===== src/rtl/spwm_3ph_gen.sv =====
// spwm_3ph_gen: three-phase sine PWM for one motor channel.
// A phase accumulator steps once per 256-clock carrier period. Amplitude scales
// the sine samples, and each phase has its own dead-time inserter. Parameters
// and duties are shadowed and only take effect at the carrier boundary.

// One phase: amplitude-scaled duty, shadowed duty, compare and dead-time.
module spwm_phase #(
  parameter int DT_W = 8
) (
  input  logic            clk,
  input  logic            rst,
  input  logic            en,
  input  logic            first,
  input  logic            load,
  input  logic [7:0]      sine,
  input  logic [8:0]      amp_l,
  input  logic [DT_W-1:0] dt_l,
  input  logic [7:0]      cnt,
  output logic            out,
  output logic            out_inv
);
  logic signed [16:0] diff, gain, prod;
  logic [7:0]         duty_calc, duty_next, duty_active;
  logic               raw, lvl;
  logic [DT_W-1:0]    dtc;

  // Centre the sample on 127, scale by amp/256 with floor, re-centre.
  assign diff      = $signed({9'd0, sine}) - 17'sd127;
  assign gain      = $signed({8'd0, amp_l});
  assign prod      = diff * gain;
  assign duty_calc = 8'(prod >>> 8) + 8'd127;
  assign raw       = (cnt < duty_active);

  // duty_next tracks acc/amp every cycle; duty_active only moves on load.
  always_ff @(posedge clk) begin
    if (rst) begin
      duty_next   <= '0;
      duty_active <= '0;
    end else begin
      duty_next <= duty_calc;
      if (load) duty_active <= duty_next;
    end
  end

  // Dead-time: any raw change blanks both gates and restarts the countdown.
  always_ff @(posedge clk) begin
    if (rst || !en) begin
      lvl     <= 1'b0;
      dtc     <= '0;
      out     <= 1'b0;
      out_inv <= 1'b0;
    end else if (first || raw != lvl) begin
      lvl     <= raw;
      dtc     <= dt_l;
      out     <= (dt_l == '0) & raw;
      out_inv <= (dt_l == '0) & ~raw;
    end else if (dtc != '0) begin
      dtc     <= dtc - DT_W'(1);
      out     <= (dtc == DT_W'(1)) & lvl;
      out_inv <= (dtc == DT_W'(1)) & ~lvl;
    end else begin
      out     <= lvl;
      out_inv <= ~lvl;
    end
  end
endmodule

module spwm_3ph_gen #(
  parameter int ACC_W = 24,
  parameter int DT_W  = 8
) (
  input  logic             clk,
  input  logic             rst,
  input  logic             en,
  input  logic [ACC_W-1:0] freq_word,
  input  logic [8:0]       amp,
  input  logic [DT_W-1:0]  dead_time,
  output logic             out_p1,
  output logic             out_p2,
  output logic             out_p3,
  output logic             out_p1_inv,
  output logic             out_p2_inv,
  output logic             out_p3_inv,
  output logic             period_tick
);
  localparam int NUM_PH = 3;
  localparam logic [NUM_PH-1:0][7:0] PH_OFS = {8'd171, 8'd85, 8'd0};

  // Full 256-entry sine table, evaluated at elaboration.
  function automatic logic [255:0][7:0] build_sine();
    logic [255:0][7:0] t;
    real v;
    for (int i = 0; i < 256; i++) begin
      v = 127.0 + 127.0 * $sin(2.0 * 3.141592653589793 * real'(i) / 256.0);
      t[i] = 8'($rtoi(v + 0.5));
    end
    return t;
  endfunction

  localparam logic [255:0][7:0] SINE_LUT = build_sine();

  logic [7:0]              cnt;
  logic [ACC_W-1:0]        acc, fw_l;
  logic [8:0]              amp_l, amp_sat;
  logic [DT_W-1:0]         dt_l;
  logic                    en_d, boundary, load, first;
  logic [NUM_PH-1:0][7:0]  addr, sine;
  logic [NUM_PH-1:0]       hs, ls;

  assign amp_sat  = (amp > 9'd256) ? 9'd256 : amp;
  assign boundary = en && (cnt == 8'hFF);
  // While disabled the shadows follow the inputs so the first enabled period is valid.
  assign load     = !en || boundary;
  assign first    = en && !en_d;

  // Carrier counter, boundary tick and enable history.
  always_ff @(posedge clk) begin
    if (rst) begin
      cnt         <= '0;
      period_tick <= 1'b0;
      en_d        <= 1'b0;
    end else begin
      cnt         <= en ? cnt + 8'd1 : 8'd0;
      period_tick <= boundary;
      en_d        <= en;
    end
  end

  // Phase accumulator and shadowed parameters.
  always_ff @(posedge clk) begin
    if (rst) begin
      acc   <= '0;
      fw_l  <= '0;
      amp_l <= '0;
      dt_l  <= '0;
    end else begin
      if (boundary) acc <= acc + fw_l;
      if (load) begin
        fw_l  <= freq_word;
        amp_l <= amp_sat;
        dt_l  <= dead_time;
      end
    end
  end

  for (genvar g = 0; g < NUM_PH; g++) begin : g_ph
    assign addr[g] = acc[ACC_W-1 -: 8] + PH_OFS[g];
    assign sine[g] = SINE_LUT[addr[g]];

    spwm_phase #(.DT_W(DT_W)) u_ph (
      .clk     (clk),
      .rst     (rst),
      .en      (en),
      .first   (first),
      .load    (load),
      .sine    (sine[g]),
      .amp_l   (amp_l),
      .dt_l    (dt_l),
      .cnt     (cnt),
      .out     (hs[g]),
      .out_inv (ls[g])
    );
  end

  assign out_p1     = hs[0];
  assign out_p2     = hs[1];
  assign out_p3     = hs[2];
  assign out_p1_inv = ls[0];
  assign out_p2_inv = ls[1];
  assign out_p3_inv = ls[2];
endmodule

===== config.mk =====
export PLATFORM = sky130hd
export DESIGN_NAME = spwm_3ph_gen
export DESIGN_NICKNAME = d
export VERILOG_FILES = /design/src/rtl/spwm_3ph_gen.sv
export SDC_FILE = /design/constraint.sdc
export NUM_CORES = 1
export LEC_CHECK = 0
export CAP_MARGIN = 20
export CORE_UTILIZATION = 59
export CTS_CLUSTER_SIZE = 14
export DETAILED_ROUTE_END_ITERATION = 10
export PLACE_DENSITY = 0.79
export SYNTH_ARGS = -nofsm -noshare
export SYNTH_HDL_FRONTEND = slang
export SYNTH_SLANG_ARGS = --single-unit

===== constraint.sdc =====
create_clock -name clk -period 8.91 [get_ports clk]
set_input_delay 0.891 -clock clk [delete_from_list [all_inputs] [get_ports clk]]
set_output_delay 0.891 -clock clk [all_outputs]
set_load 0.02 [all_outputs]

# Yosys cells after proc, flatten, opt, wreduce, memory -nomap -nowiden
# Memories as Yosys holds them, arrays and structs flattened. A register that Yosys moved wholly into a read port is not among the register bits.
# Index checks and enable logic that the tools add are counted.
[totals]
n_memories = 3
input_bits = 44
romBits = 6144
regBits = 156
out_inout_bits = 7
[mem_list]
columns = ["name", "depth", "word_bits", "rd", "rd_ports_with_merged_regs", "write_ports", "line_no", "text"]
rows = [
  ["(no name shown)", 256, 8, 1, 0, 0, "148", "assign sine[g] = SINE_LUT[addr[g]];"],
  ["(no name shown)", 256, 8, 1, 0, 0, "148", ""],
  ["(no name shown)", 256, 8, 1, 1, 0, "148", ""],
]
[op_classes]
reduce_logical = 17
multipliers = 3
magnitude_cmp = 7
addsub = 13
eq_ne = 7
bitwise_logic = 19
muxes = 24
[op_table]
columns = ["cell", "count"]
rows = [
  ["8-bit 2-to-1 mux", 11],
  ["17-bit by 10-bit multiplier with 16-bit output", 3],
  ["8-bit by 7-bit adder with 8-bit output (second input constant)", 4],
  ["8-bit by 9-bit less-than comparator with 1-bit output (second input constant)", 3],
  ["8-bit by 7-bit subtractor with 9-bit output (second input constant)", 3],
  ["24-bit adder", 1],
  ["8-bit by 1-bit == test with 1-bit output (second input constant)", 3],
  ["8-bit less-than comparator", 3],
  ["8-bit nonzero test", 3],
  ["8-bit by 1-bit subtractor with 8-bit output (second input constant)", 3],
  ["1-bit AND", 12],
  ["1-bit 2-to-1 mux", 12],
  ["9-bit > comparator (second input constant)", 1],
  ["9-bit 2-to-1 mux", 1],
  ["8-bit by 1-bit adder with 8-bit output (second input constant)", 1],
  ["8-bit adder (second input constant)", 1],
  ["8-bit == test (second input constant)", 1],
  ["8-bit logical NOT", 1],
  ["1-bit NOT", 7],
  ["2-bit nonzero test", 3],
  ["1-bit logical OR", 5],
  ["1-bit inequality test", 3],
  ["1-bit logical AND", 2],
  ["1-bit logical NOT", 2],
  ["2-bit OR reduction", 1],
]

# Longest topological paths before layout
[logic_depth]
word_depth = 6
depth_mapped = 47

# Modules after synthesis
# From an unflattened synthesis, not the netlist that was laid out.
[unflattened]
cells_unflattened = 2909
hier_area_um2 = 22183.8
[modules_own_cells]
columns = ["module", "cells_per_inst", "instances", "seq_area_each_um2", "area_per_inst_um2"]
rows = [
  ["spwm_3ph_gen", 1516, 1, 1661.6, 9958.3],
  ["spwm_phase at g_ph[1].u_ph ...", 467, 2, 540.5, 4101.4],
  ["spwm_phase at g_ph[0].u_ph", 459, 1, 540.5, 4022.6],
]

# Least setup slack after synthesis
# No wires, ideal clock.
[synth_path]
kind = "register -> register"
start = "register acc[16]"
end = "register g_ph[1].u_ph.duty_next[6]"
path_stages_with_launch = 39
setup_slack_ns = -0.899
required_ns = 8.840
arrival_ns = 9.739
path_cell_list = "dfxtp_1 ha_1 clkbuf_1 inv_1 ha_1 buf_2 buf_2 buf_1 clkbuf_1 o221ai_1 a221oi_1 a311oi_1 o21a_1 a31oi_1 ha_1 inv_1 o41ai_4 or2_2 (+3 left out) fa_1 fa_1 inv_1 fa_1 inv_1 ha_1 and2_1 a311o_1 xnor2_1 ha_1 nand2_1 or4b_2 a22o_1 nand2_1 o21ai_1 or4_1 a31o_1 a21oi_1"
[synth_via]
elab_chain_len = 6
[synth_lines]
columns = ["item", "line_no", "text"]
rows = [
  ["from (decl)", "103", "logic [ACC_W-1:0] acc, fw_l;"],
  ["from (signal assigned)", "137", "if (boundary) acc <= acc + fw_l;"],
  ["8-bit by 7-bit adder with 8-bit output", "147", "assign addr[g] = acc[ACC_W-1 -: 8] + PH_OFS[g];"],
  ["memory read 256 x 8 bit", "-", ""],
  ["8-bit 2-to-1 mux (implied by the code)", "148", ""],
  ["8-bit by 7-bit subtractor with 9-bit output", "28", "assign diff = $signed({9'd0, sine}) - 17'sd127;"],
  ["17-bit by 10-bit multiplier with 16-bit output", "30", "assign prod = diff * gain;"],
  ["8-bit by 7-bit adder with 8-bit output", "31", "assign duty_calc = 8'(prod >>> 8) + 8'd127;"],
  ["to (signal assigned)", "40", "duty_next <= duty_calc;"],
  ["to (decl)", "23", "logic [7:0] duty_calc, duty_next, duty_active;"],
]
# Every way passes these cells. The select of a mux whose other input is x is not followed.
# A chain may end at the register's enable or synchronous reset.

# Worst setup path after layout
# Ends and elaborated chain as after synthesis.

==> impl_metrics.py <==
metrics = {
    "yosys": {
        "yosysTopAreaCell": "dfxtp_1",
        "synthArstFlopShare_pct": 0,
        "synth.yosys.seq_area_share_pct": 14.0,
        "synth-main-ff-cell": "dfxtp_1",
        "synthAdderAreaFrac_pct": 23.1,
        "synth.distinct_cells": 103,
        "synth_xor_xnor_area_share_pct": 5.12,
        "synth_nets": 3521,
        "synth_edf_count": 0,
        "netlist_instances": 3135,
        "synth.avg_cell_area_sq_um": 7.46,
        "synth_seq_cells": 164,
        "yosys-top-cells-area": "dfxtp_1 14%, fa_1 13%, ha_1 10%",
        "synth_area_sq_um": 23400,
        "yosys.area_share.simple_pct": 23.6,
        "synth-compound-area-share_pct": 23.4,
        "synth_mux_area_share_pct": 2.51,
        "synth_top_family_by_area": "simple AND/OR/NAND/NOR gates",
        "synth_top_area_share_pct": 14.0,
        "ys_warn_count": 0,
    },
    "run_status": {
        "status": "finished with violations",
        "violations": "setup timing",
    },
    "finish": {
        "final_area_sq_um": 27800,
        "syn2layout_area_growth_pct": 19.0,
        "layout.nets": 3722,
        "layout-drive-gt1-share_pct": 17.0,
        "layout_commonest_cell": "nand2_1",
        "final_util_pct": 71.7,
        "final_cell_mix": "415 x nand2_1, 342 x buf_4, 233 x inv_1",
        "diodes": 0,
    },
    "grt": {
        "grt_pass1_wl_mm": 132,
        "grt_pass1_vias": 24800,
        "gr-usage-all-layers_pct": 40.3,
        "grt.overflow.total": 0,
        "antenna_found_initial": 1,
        "grt_max_degree": 62,
    },
    "power": {
        "ir_drop_mv": 0.162,
        "p_clk_share_pct": 30.8,
        "power.switching_uw": 790,
        "power_leakage_nw": 12.5,
        "seqPwrFrac_pct": 35.5,
        "internal-power_mw": 1.56,
        "switching_share_pct": 33.6,
        "p_comb_share_pct": 33.6,
        "powerDensity_nw_per_um2": 84.5,
    },
    "clock_network": {
        "clockBufferDepth": 2,
        "cts_sinks": 164,
        "cts-root-buf": "clkbuf_16",
        "cts_tree": "built",
        "clkLatencyLatePin_ns": 0.44,
        "cts_buffers": 17,
        "cts_htree_levels": 4,
        "path_clk_slew_ns": 0.07,
    },
    "worst_setup_path": {
        "crit_top_cell": "fa_1",
        "r2r_start": "acc[16]",
        "startpoint_type": "register",
        "crit_required_ns": 9.28,
        "crit_type": "register to register",
        "crit_cells": 36,
        "ff2ff_path_depth": 36,
        "cp_slowest_cell": "fa_1",
        "end_kind": "register",
        "reg2reg_to": "g_ph[1].u_ph.duty_next[6]",
        "cpPeakStageDelay_ns": 0.53,
        "critical_path_arrival_ns": 9.31,
        "crit_family": "adder cells",
        "worstSetupEndpoint": "g_ph[1].u_ph.duty_next[6]",
        "crit_start": "acc[16]",
        "worstPathMaxFanout": 5,
        "crit_buf_inv": 7,
        "r2r_setup_slack_ns": -0.03,
    },
    "routing": {
        "drc": 0,
        "dr.pass1.iters": 6,
        "drt_iter0_markers": 2983,
        "ant_nets": 0,
        "wirelength_mm": 83.1,
        "vias": 24900,
        "wl_per_cell_um": 21.5,
        "vias_per_cell": 6.43,
    },
    "sta": {
        "holdWs_ns": 0.439,
        "timing.final.crit_share_pct": 100,
        "period_needed_ns": 8.94,
        "finalMaxSlewViolations": 0,
        "finClkSkew_ns": 0.0128,
        "slew_headroom_pct": 18.3,
        "timing.fmax_ghz": 0.112,
        "hold_viol": 0,
        "tightest_slew_ns": 1.21,
        "finalSetupViolCount": 1,
        "timing.final.ws_setup_ns": -0.0331,
        "rsz0062_at_grt": "yes",
    },
    "place": {
        "gp_congestion": 1.02,
        "placed_area_sq_um": 26400,
        "dpl.hpwl_mm": 61.0,
        "place_ws_ns": -0.328,
        "portBuffers": 50,
    },
    "floorplanning": {
        "core_sq_um": 38800,
        "rows": 72,
        "dieArea_sq_um": 40400,
        "dieWidth_um": 201,
        "ios": 51,
        "die-height_um": 201,
        "initial_utilization_pct": 60.2,
    },
    "min_path": {
        "hold_class": "register to register",
    },
    "flow_run": {
        "maxCapViolCount": 0,
    },
}
## worst min path at each step
stage / startpoint / end / slack [ns] / cells past startpoint
global placement: g_ph[2].u_ph.duty_next[0] / g_ph[2].u_ph.duty_active[0] / 0.43 / 2
detailed placement: g_ph[0].u_ph.duty_next[2] / g_ph[0].u_ph.duty_active[2] / 0.43 / 2
floorplan: g_ph[0].u_ph.duty_next[0] / g_ph[0].u_ph.duty_active[0] / 0.42 / 2
finish: g_ph[0].u_ph.duty_next[7] / g_ph[0].u_ph.duty_active[7] / 0.44 / 2
CTS: g_ph[0].u_ph.duty_next[7] / g_ph[0].u_ph.duty_active[7] / 0.44 / 2
global route: g_ph[0].u_ph.duty_next[7] / g_ph[0].u_ph.duty_active[7] / 0.45 / 2
## final cells by class
type	count	area, sq um
Tap cell	518	648
Inverter	247	936
Sequential cell	164	3300
Fill cell	2917	11000
Clock buffer	20	457
Clock inverter	12	119
Timing Repair Buffer	417	3470
Multi-Input combinational cell	2489	18900
## cell usage after synthesis (all sizes together) (34+ instances only)
cell	instances
a211oi	34
a21o	42
a21oi	234
a31oi	46
and2	116
buf	83
clkbuf	152
dfxtp	164
fa	148
ha	194
inv	246
mux2i	43
nand2	420
nand2b	57
nand3	61
nor2	199
nor2b	42
nor3	55
o211ai	41
o21ai	167
or3	36
xnor2	96
## kinds of logic after synthesis
kind of cell / count (synthesis)
compound gates: 830
xor+xnor: 131
fa+ha+maj: 342
buf+inv: 482
flops: 164
mux: 56
simple gates: 1130
## what timing repair did
| item | CTS | global route |
|---|---|---|
| pin swaps | 11 | 34 |
| setup endpoints to repair | 4 | 6 |
| cloned | 1 | 1 |
| buffers inserted | 7 | 23 |
| gates resized for setup | 32 | 95 |
| hold buffers | 0 | 0 |
## metrics by stage
stage | setup TNS [ns] | cells | power (mW)
floorplan | 0 | 3135 | 1.37
global placement | -0.133 | 3802 | 1.55
detailed placement | -0.542 | 3802 | 1.59
CTS | 0 | 3842 | 2.32
global route | -0.596 | 3867 | 2.47
finish | -0.0331 | 3867 | 2.35
## power by group through the flow
stage               clock, mW  sequential (mW)  combinational, mW
floorplan                   0            0.839              0.536
global placement            0            0.848              0.699
detailed placement          0            0.850              0.735
CTS                     0.726            0.835              0.755
global route            0.757            0.841              0.870
finish                  0.725            0.835              0.791
## metal layers
layer	vias up	routed length [um]	track usage, %
met3	320	7560	5.73
met5	-	0	0
li1	11300	-	-
met4	0	4050	18.9
met1	11800	32400	51.1
met2	1443	39100	67.5
## sequential cells by signal, summed over array words and instances (netlist names)
signal,cells
acc,24
fw_l,24
g_ph.u_ph.dtc,24
g_ph.u_ph.duty_active,24
g_ph.u_ph.duty_next,24
amp_l,9
cnt,8
dt_l,8
g_ph.u_ph.sine,8
g_ph.u_ph.lvl,3
g_ph.u_ph.out,3
g_ph.u_ph.out_inv,3
en_d,1
period_tick,1
## tightest hold or removal path, cell delays in order (launching register included)
cell	delay (ns)
dfxtp_1	0.30
nand2_1	0.05
a21oi_1	0.05
Note: power is estimated with default switching activity, not from simulation.
